`src/rtl/wb_arb2.sv`:
```
// Two-master Wishbone arbiter onto one shared slave port: fair tie-breaking,
// lock support, and a watchdog that errors out transfers the slave never terminates.
module wb_arb2 #(
    parameter int unsigned AW      = 32,
    parameter int unsigned DW      = 32,
    parameter int unsigned TIMEOUT = 255
) (
    input  logic              CLK_I,
    input  logic              RST_I,

    input  logic              M0_CYC_I,
    input  logic              M0_STB_I,
    input  logic              M0_WE_I,
    input  logic              M0_LOCK_I,
    input  logic [AW-1:0]     M0_ADR_I,
    input  logic [DW-1:0]     M0_DAT_I,
    input  logic [DW/8-1:0]   M0_SEL_I,
    output logic              M0_ACK_O,
    output logic              M0_ERR_O,
    output logic              M0_RTY_O,
    output logic [DW-1:0]     M0_DAT_O,

    input  logic              M1_CYC_I,
    input  logic              M1_STB_I,
    input  logic              M1_WE_I,
    input  logic              M1_LOCK_I,
    input  logic [AW-1:0]     M1_ADR_I,
    input  logic [DW-1:0]     M1_DAT_I,
    input  logic [DW/8-1:0]   M1_SEL_I,
    output logic              M1_ACK_O,
    output logic              M1_ERR_O,
    output logic              M1_RTY_O,
    output logic [DW-1:0]     M1_DAT_O,

    output logic              S_CYC_O,
    output logic              S_STB_O,
    output logic              S_WE_O,
    output logic              S_LOCK_O,
    output logic [AW-1:0]     S_ADR_O,
    output logic [DW-1:0]     S_DAT_O,
    output logic [DW/8-1:0]   S_SEL_O,
    input  logic              S_ACK_I,
    input  logic              S_ERR_I,
    input  logic              S_RTY_I,
    input  logic [DW-1:0]     S_DAT_I,

    output logic [1:0]        GNT_O
);

    localparam int unsigned CW = (TIMEOUT > 0) ? $clog2(TIMEOUT + 1) : 1;
    localparam logic [CW-1:0] CNT_LAST = (TIMEOUT == 0) ? '0 : CW'(TIMEOUT - 1);

    typedef enum logic [1:0] {
        IDLE  = 2'd0,
        GRANT = 2'd1,
        TOUT  = 2'd2
    } state_t;

    state_t        state, state_nxt;
    logic          gidx, gidx_nxt;
    logic          ptr, ptr_nxt;
    logic [CW-1:0] cnt, cnt_nxt;

    logic            g_cyc, g_stb, g_we, g_lock;
    logic [AW-1:0]   g_adr;
    logic [DW-1:0]   g_dat;
    logic [DW/8-1:0] g_sel;
    logic            any_req, win, term, in_grant;

    // Granted master's request lines
    assign g_cyc  = gidx ? M1_CYC_I  : M0_CYC_I;
    assign g_stb  = gidx ? M1_STB_I  : M0_STB_I;
    assign g_we   = gidx ? M1_WE_I   : M0_WE_I;
    assign g_lock = gidx ? M1_LOCK_I : M0_LOCK_I;
    assign g_adr  = gidx ? M1_ADR_I  : M0_ADR_I;
    assign g_dat  = gidx ? M1_DAT_I  : M0_DAT_I;
    assign g_sel  = gidx ? M1_SEL_I  : M0_SEL_I;

    // On a tie the master that did not win last time gets the bus
    assign any_req  = M0_CYC_I | M1_CYC_I;
    assign win      = (M0_CYC_I & M1_CYC_I) ? ~ptr : M1_CYC_I;
    assign term     = S_ACK_I | S_ERR_I | S_RTY_I;
    assign in_grant = (state == GRANT);

    always_ff @(posedge CLK_I or posedge RST_I) begin
        if (RST_I) begin
            state <= IDLE;
            gidx  <= 1'b0;
            ptr   <= 1'b1;
            cnt   <= '0;
        end else begin
            state <= state_nxt;
            gidx  <= gidx_nxt;
            ptr   <= ptr_nxt;
            cnt   <= cnt_nxt;
        end
    end

    always_comb begin
        state_nxt = state;
        gidx_nxt  = gidx;
        ptr_nxt   = ptr;
        cnt_nxt   = cnt;
        case (state)
            IDLE: begin
                cnt_nxt = '0;
                if (any_req) begin
                    state_nxt = GRANT;
                    gidx_nxt  = win;
                    ptr_nxt   = win;
                end
            end
            GRANT: begin
                if (!g_cyc && !g_lock) begin
                    // Release; the other master (if waiting) takes over at this edge
                    cnt_nxt = '0;
                    if (any_req) begin
                        gidx_nxt = win;
                        ptr_nxt  = win;
                    end else begin
                        state_nxt = IDLE;
                    end
                end else if (term) begin
                    cnt_nxt = '0;
                end else if ((TIMEOUT != 0) && g_cyc && g_stb) begin
                    if (cnt == CNT_LAST) begin
                        state_nxt = TOUT;
                        cnt_nxt   = '0;
                    end else begin
                        cnt_nxt = cnt + CW'(1);
                    end
                end
            end
            TOUT: begin
                state_nxt = IDLE;
                cnt_nxt   = '0;
            end
            default: begin
                state_nxt = IDLE;
                cnt_nxt   = '0;
            end
        endcase
    end

    // Slave port follows the granted master only while in GRANT
    assign S_CYC_O  = in_grant & g_cyc;
    assign S_STB_O  = in_grant & g_stb;
    assign S_WE_O   = in_grant & g_we;
    assign S_LOCK_O = in_grant & g_lock;
    assign S_ADR_O  = in_grant ? g_adr : '0;
    assign S_DAT_O  = in_grant ? g_dat : '0;
    assign S_SEL_O  = in_grant ? g_sel : '0;

    assign GNT_O = (state == IDLE) ? 2'b00 : (gidx ? 2'b10 : 2'b01);

    assign M0_ACK_O = in_grant & ~gidx & S_ACK_I;
    assign M0_RTY_O = in_grant & ~gidx & S_RTY_I;
    assign M0_ERR_O = ~gidx & ((in_grant & S_ERR_I) | (state == TOUT));
    assign M1_ACK_O = in_grant & gidx & S_ACK_I;
    assign M1_RTY_O = in_grant & gidx & S_RTY_I;
    assign M1_ERR_O = gidx & ((in_grant & S_ERR_I) | (state == TOUT));

    assign M0_DAT_O = GNT_O[0] ? S_DAT_I : '0;
    assign M1_DAT_O = GNT_O[1] ? S_DAT_I : '0;

endmodule

```
`config.mk`:
```
export PLATFORM = sky130hd
export DESIGN_NAME = wb_arb2
export DESIGN_NICKNAME = d
export VERILOG_FILES = /design/src/rtl/wb_arb2.sv
export SDC_FILE = /design/constraint.sdc
export NUM_CORES = 1
export LEC_CHECK = 0
export ABC_CLOCK_PERIOD_IN_PS = 1300
export CORE_AREA = 2 2 128 130
export DETAILED_ROUTE_END_ITERATION = 10
export DIE_AREA = 0 0 130 132
export PLACE_DENSITY_LB_ADDON = 0.08
export SLEW_MARGIN = 20
export SYNTH_ARGS = -nofsm -noshare
export SYNTH_HDL_FRONTEND = slang
export SYNTH_SLANG_ARGS = --single-unit
```
`constraint.sdc`:
```
create_clock -name CLK_I -period 1.3 [get_ports CLK_I]
set_input_delay 0.195 -clock CLK_I [delete_from_list [all_inputs] [get_ports CLK_I]]
set_output_delay 0.195 -clock CLK_I [all_outputs]
set_load 0.01 [all_outputs]
```
* Word-level counts from Yosys, hierarchy flattened
Cells that the tools add are included.
** Operators by class
- Reductions and logical operators :: 8
- Add/sub/neg operators :: 1
- Mux-type cells :: 33
- Bitwise logic cells :: 20
- Equal/unequal tests :: 10
** Operators with widths (count)
- two-way mux 32 bit :: 6
- two-way mux 8 bit :: 5
- two-way mux 2 bit :: 8
- bitwise AND 1 bit :: 14
- two-way mux 1 bit :: 9
- adder 8 x 1 -> 8 bit, second input constant :: 1
- equality test 8 bit, second input constant :: 1
- two-way mux 4 bit :: 2
- != test 3 x 1 -> 1 bit, second input constant :: 2
- AND reduction 5 bit :: 1
- != test 4 x 2 -> 1 bit, second input constant :: 1
- OR 1 bit :: 4
- one-hot mux 1 bit (2 select lines) :: 2
- one-hot mux 2 bit (2 select lines) :: 1
- != test 3 x 2 -> 1 bit, second input constant :: 1
- != test 3 bit, second input constant :: 1
- equality test 2 x 1 -> 1 bit, second input constant :: 1
- equality test 2 bit, second input constant :: 1
- logical AND 1 bit :: 2
- logical NOT 1 bit :: 2
- logical NOT 2 bit :: 1
- != test 2 x 1 -> 1 bit, second input constant :: 1
- != test 2 bit, second input constant :: 1
- inverter 1 bit :: 2
- 2 further kinds :: 2
** Storage, ports and cells
- Input bits :: 181
- Register bits after elaboration :: 12
- Logic and storage cells :: 76
- Output and inout port bits :: 144

* Longest topological paths before layout
- Word-level depth :: 6
- Depth in mapped cells :: 7
- Depth with buffers taken out :: 6

* Worst setup path before layout
Ideal clock, no wire load.
- Kind :: flip-flop to flip-flop
- From :: register cnt[0]
- To :: register cnt[6]
- Setup time :: 0.100 ns
- Slack :: -0.178 ns
- Buffers on the path :: 1
- Data required time :: 1.200 ns
- Period minus slack after synthesis :: 1.478 ns
- Cell stages (with the launch flop) :: 8
- Data arrival time :: 1.378 ns
- Path through :: dfrtp_1 inv_1 ha_1 nand3_1 or2_2 clkbuf_1 o21ai_0 a311oi_1
** On the way
- Word-level cells in the longest chain between the ends :: 6
- Elaborated cells between the ends (all ways) :: 7
- Classes of those cells :: 1 x add/sub; 1 x eq/ne; 5 x mux
** RTL lines
- from (decl) :: line 62 : logic [CW-1:0] cnt, cnt_nxt;
- from (signal assigned) :: line 95 : cnt <= cnt_nxt;
- adder 8 x 1 -> 8 bit / equality test 8 bit (equally long branches) :: line 130, 126
- two-way mux 8 bit * :: line 126 : if (cnt == CNT_LAST) begin
- two-way mux 8 bit * :: line 125 : end else if ((TIMEOUT != 0) && g_cyc && g_stb) begin
- two-way mux 8 bit * :: line 123 : end else if (term) begin
- two-way mux 8 bit * :: line 114 : if (!g_cyc && !g_lock) begin
- two-way mux 8 bit * :: line 104 : case (state)
Mark *: on every way between the ends. The rest lies on a longest branch, timed or not. The select of a mux whose other input is x is not followed.
A chain may end at the register's enable or synchronous reset.

* Worst setup path in the final report
- From :: register gidx
- To :: output port S_DAT_O[23]
** On the way
- Word-level cells in the longest chain between the ends :: 2
** RTL lines
- from (decl) :: line 60 : logic gidx, gidx_nxt;
- from (signal assigned) :: line 93 : gidx <= gidx_nxt;
- two-way mux 32 bit :: line 76 : assign g_dat = gidx ? M1_DAT_I : M0_DAT_I;
- two-way mux 32 bit :: line 151 : assign S_DAT_O = in_grant ? g_dat : '0;
- to (decl) :: line 40 : output logic [DW-1:0] S_DAT_O,
No other way between the ends.

==> impl_metrics.yaml <==
grt:
  antenna_found_initial: 3
  grtUsageMet1_pct: 20.4
  grt_max_degree: 34
  overflow: 0
  met2_usage_pct: 31.3
  track_usage_pct: 17.6
  grt_pass1_vias: 3595
  use_met3_pct: 6.29
  grt_pass1_wl_mm: 22.8
  top_usage_layer: "met2"
drt:
  drc: 0
  first_pass_iters: 4
  vias_per_cell: 4.15
  drt_wl_total_mm: 17.6
  first_iter_violations: 127
  wl_per_cell_um: 19.2
  vias: 3785
  ant_nets: 0
floorplan:
  die_w_um: 130
  start_util_pct: 14.3
  fp.coreArea_um2: 15700
  num_rows: 46
  die_y_um: 132
  ios: 325
  die-area_um2: 17200
logic_synthesis:
  synth.largest_area_cell: "mux2i_1"
  syn_inst: 320
  ys_seq_elements: 12
  synth_top_area_share_pct: 31.6
  synthTopCellsByArea: "mux2i_1, and2_1, nor2_1, dfrtp_1, a21oi_1"
  avgSynthCellArea_um2: 7.02
  ys.warnings.count: 0
  synth_cell_types: 32
  synth.cell_area_um2: 2250
  syn_nets: 503
  synth-seq-area-share_pct: 13.4
layout:
  layout_commonest_cell: "clkdlybuf4s50_1"
  final_cell_mix: "clkdlybuf4s50_1, nor2_1, mux2i_1, buf_2"
  area_delta_synth_final_pct: 192
  final_cell_area_um2: 6570
  finalNetCount: 879
  drive_gt1_share_pct: 41.6
sta:
  finalSetupViolCount: 156
  grt_setup_unrepaired: "yes"
  finalHoldViolCount: 0
  holdWs_ps: 155
  fin_tns_setup_ps: -55890
  fin_crit_sh_pct: 138
  fin_ws_ps: -492
  max_freq_mhz: 558
  relSlewSlack_pct: 79.3
  tightest_slew_ps: 308
  slew_violations: 0
  period_needed_ps: 1790
  finClkSkew_ps: 1.32
clock_network:
  clock_latency_ps: 240
  cts_tree: "built"
  path_clk_slew_ps: 50
  cts_sinks: 12
  cts_hold_buf: 0
  cts_buffers: 3
  cts-root-buf: "clkbuf_16"
  cts_htree_levels: 1
  clk_path_buf_depth: 2
pwr:
  internal_power_mw: 5.98
  p_switching_mw: 4.23
  p_leak_nw: 3.08
  finalPower_mw: 10.2
  p_seq_share_pct: 4.9
  power.share.switching_pct: 41.4
  vdd_drop_max_mv: 0.656
  power_density_nw_per_um2: 1550
  pwr-share-comb_pct: 88.8
  clock_power_share_pct: 6.2
placement:
  dp_hpwl_mm: 13.6
  place_ws_ps: -597
  port_buffers: 324
  globalplace.congestion: 0.900
  post_dp_cell_area_um2: 6070
critical_path:
  reg2regPathDepth: 7
  required_ps: 1110
  slowest_delay_ps: 530
  critical_path.startpoint: "gidx$_DFFE_PP0P_"
  critPathTopFamily: "buffers and inverters"
  rrSetupSlack_ps: -490
  path_max_fanout: 11
  cp_cell_sequence: "buf_4 -> buf_12 -> mux2i_1 -> nor2_1 -> dlygate4sd2_1"
  cp-start-kind: "flip-flop"
  cp.arrival_ps: 1600
  cp.buffers_inverters: 3
  r2r_start: "gidx$_DFFE_PP0P_"
  end_kind: "primary output"
  r2r_end: "cnt[7]$_DFFE_PP0P_"
  crit_slowest_cell: "dfrtp_4"
  path_class: "reg -> out"
run_status:
  violations: "setup timing"
  outcome: "complete, but fails checks"
min_path:
  hold_path_class: "in -> async"
flow_run:
  cap_violations: 0
per-stage QoR:
step                      instances  utilization [%]
after floorplan                 320                -
after global placement          875             38.7
after detailed placement        875             38.7
after CTS                       890             38.4
after global routing            912             41.8
final                           913             41.8
worst max path at each step:
stage                         endpoint  slack [ps]  depth (start not counted)
global route        cnt[7]$_DFFE_PP0P_        -540                          7
detailed placement          S_DAT_O[1]        -600                          5
floorplan                  S_ADR_O[15]         -60                          5
finish                     S_DAT_O[23]        -490                          5
CTS                        M1_DAT_O[1]        -630                          4
global placement            S_DAT_O[3]        -580                          5
routing by layer:
metal  up-vias  part of all wire, %
li1       1850                    -
met2       172                   51
met3        16                  8.8
met5         -                0.074
met4         2                  1.2
met1      1745                   39
worst reg2reg max path, cell delays in order, from the launching register on:
cell and delay (ps):
dfrtp_4 530, buf_4 170, nor2b_2 150, buf_6 130, buf_4 110, a32oi_4 50, or4_4 430, a21oi_2 150
sequential cells by signal, indices dropped and copies added, names as in the netlist:
| name | flops |
|---|---|
| state | 2 |
| ptr | 1 |
| gidx | 1 |
| cnt | 8 |
cell families (layout without fill, tap and decap cells):
logic type	after synthesis	after routing	share of synthesized area [%]
mux	71	71	31.6
other cells	0	2	0
compound gates	23	24	7.41
buf+inv	30	404	5.85
fa+ha+maj	2	2	1.11
simple gates	182	182	40.6
flops	12	12	13.4
cells in the mapped netlist:
master    number
nor2_1        82
mux2i_1       71
and2_1        64
clkbuf_1      12
dfrtp_1       11
a21oi_1       10
buf_2          9
nand2_1        8
nand3_1        6
a311oi_1       5
nor3_1         5
inv_1          4
nor3b_1        4
and3_1         3
buf_1          3
nand3b_1       3
a41oi_1        2
buf_4          2
ha_1           2
nor2b_1        2
a31oi_1        1
a32o_1         1
a32oi_2        1
dfstp_2        1
nand2b_1       1
nand4_1        1
nor2b_2        1
o211a_1        1
o21ai_0        1
o31ai_1        1
or2_2          1
or4_1          1
power by group through the flow:
stage	combinational, mW	clock [mW]	sequential [mW]
final	9.06	0.637	0.502
after global routing	9.63	0.662	0.513
after CTS	7.48	0.634	0.491
after detailed placement	7.84	0	0.503
after global placement	7.83	0	0.499
after floorplan	3.42	0	0.461
timing repair:
action | 4_1_cts | 5_1_grt
hold endpoints to repair | 0 | 0
gates resized for setup | 402 | 304
endpoints found under the setup margin | 156 | 156
pin swaps | 5 | 37
buffers inserted | 7 | 16
cloned | 4 | 9
final cells by class:
| class | instances | area [um^2] |
|---|---|---|
| diodes | 2 | 5.00 |
| well taps | 216 | 270 |
| clock buffers | 4 | 88.8 |
| flip-flops and latches | 12 | 308 |
| inverters | 4 | 17.5 |
| multi-input cells | 279 | 2150 |
| repair buffers | 396 | 3730 |
| fillers | 1596 | 9140 |
Note: power is estimated with default switching activity, not from simulation.
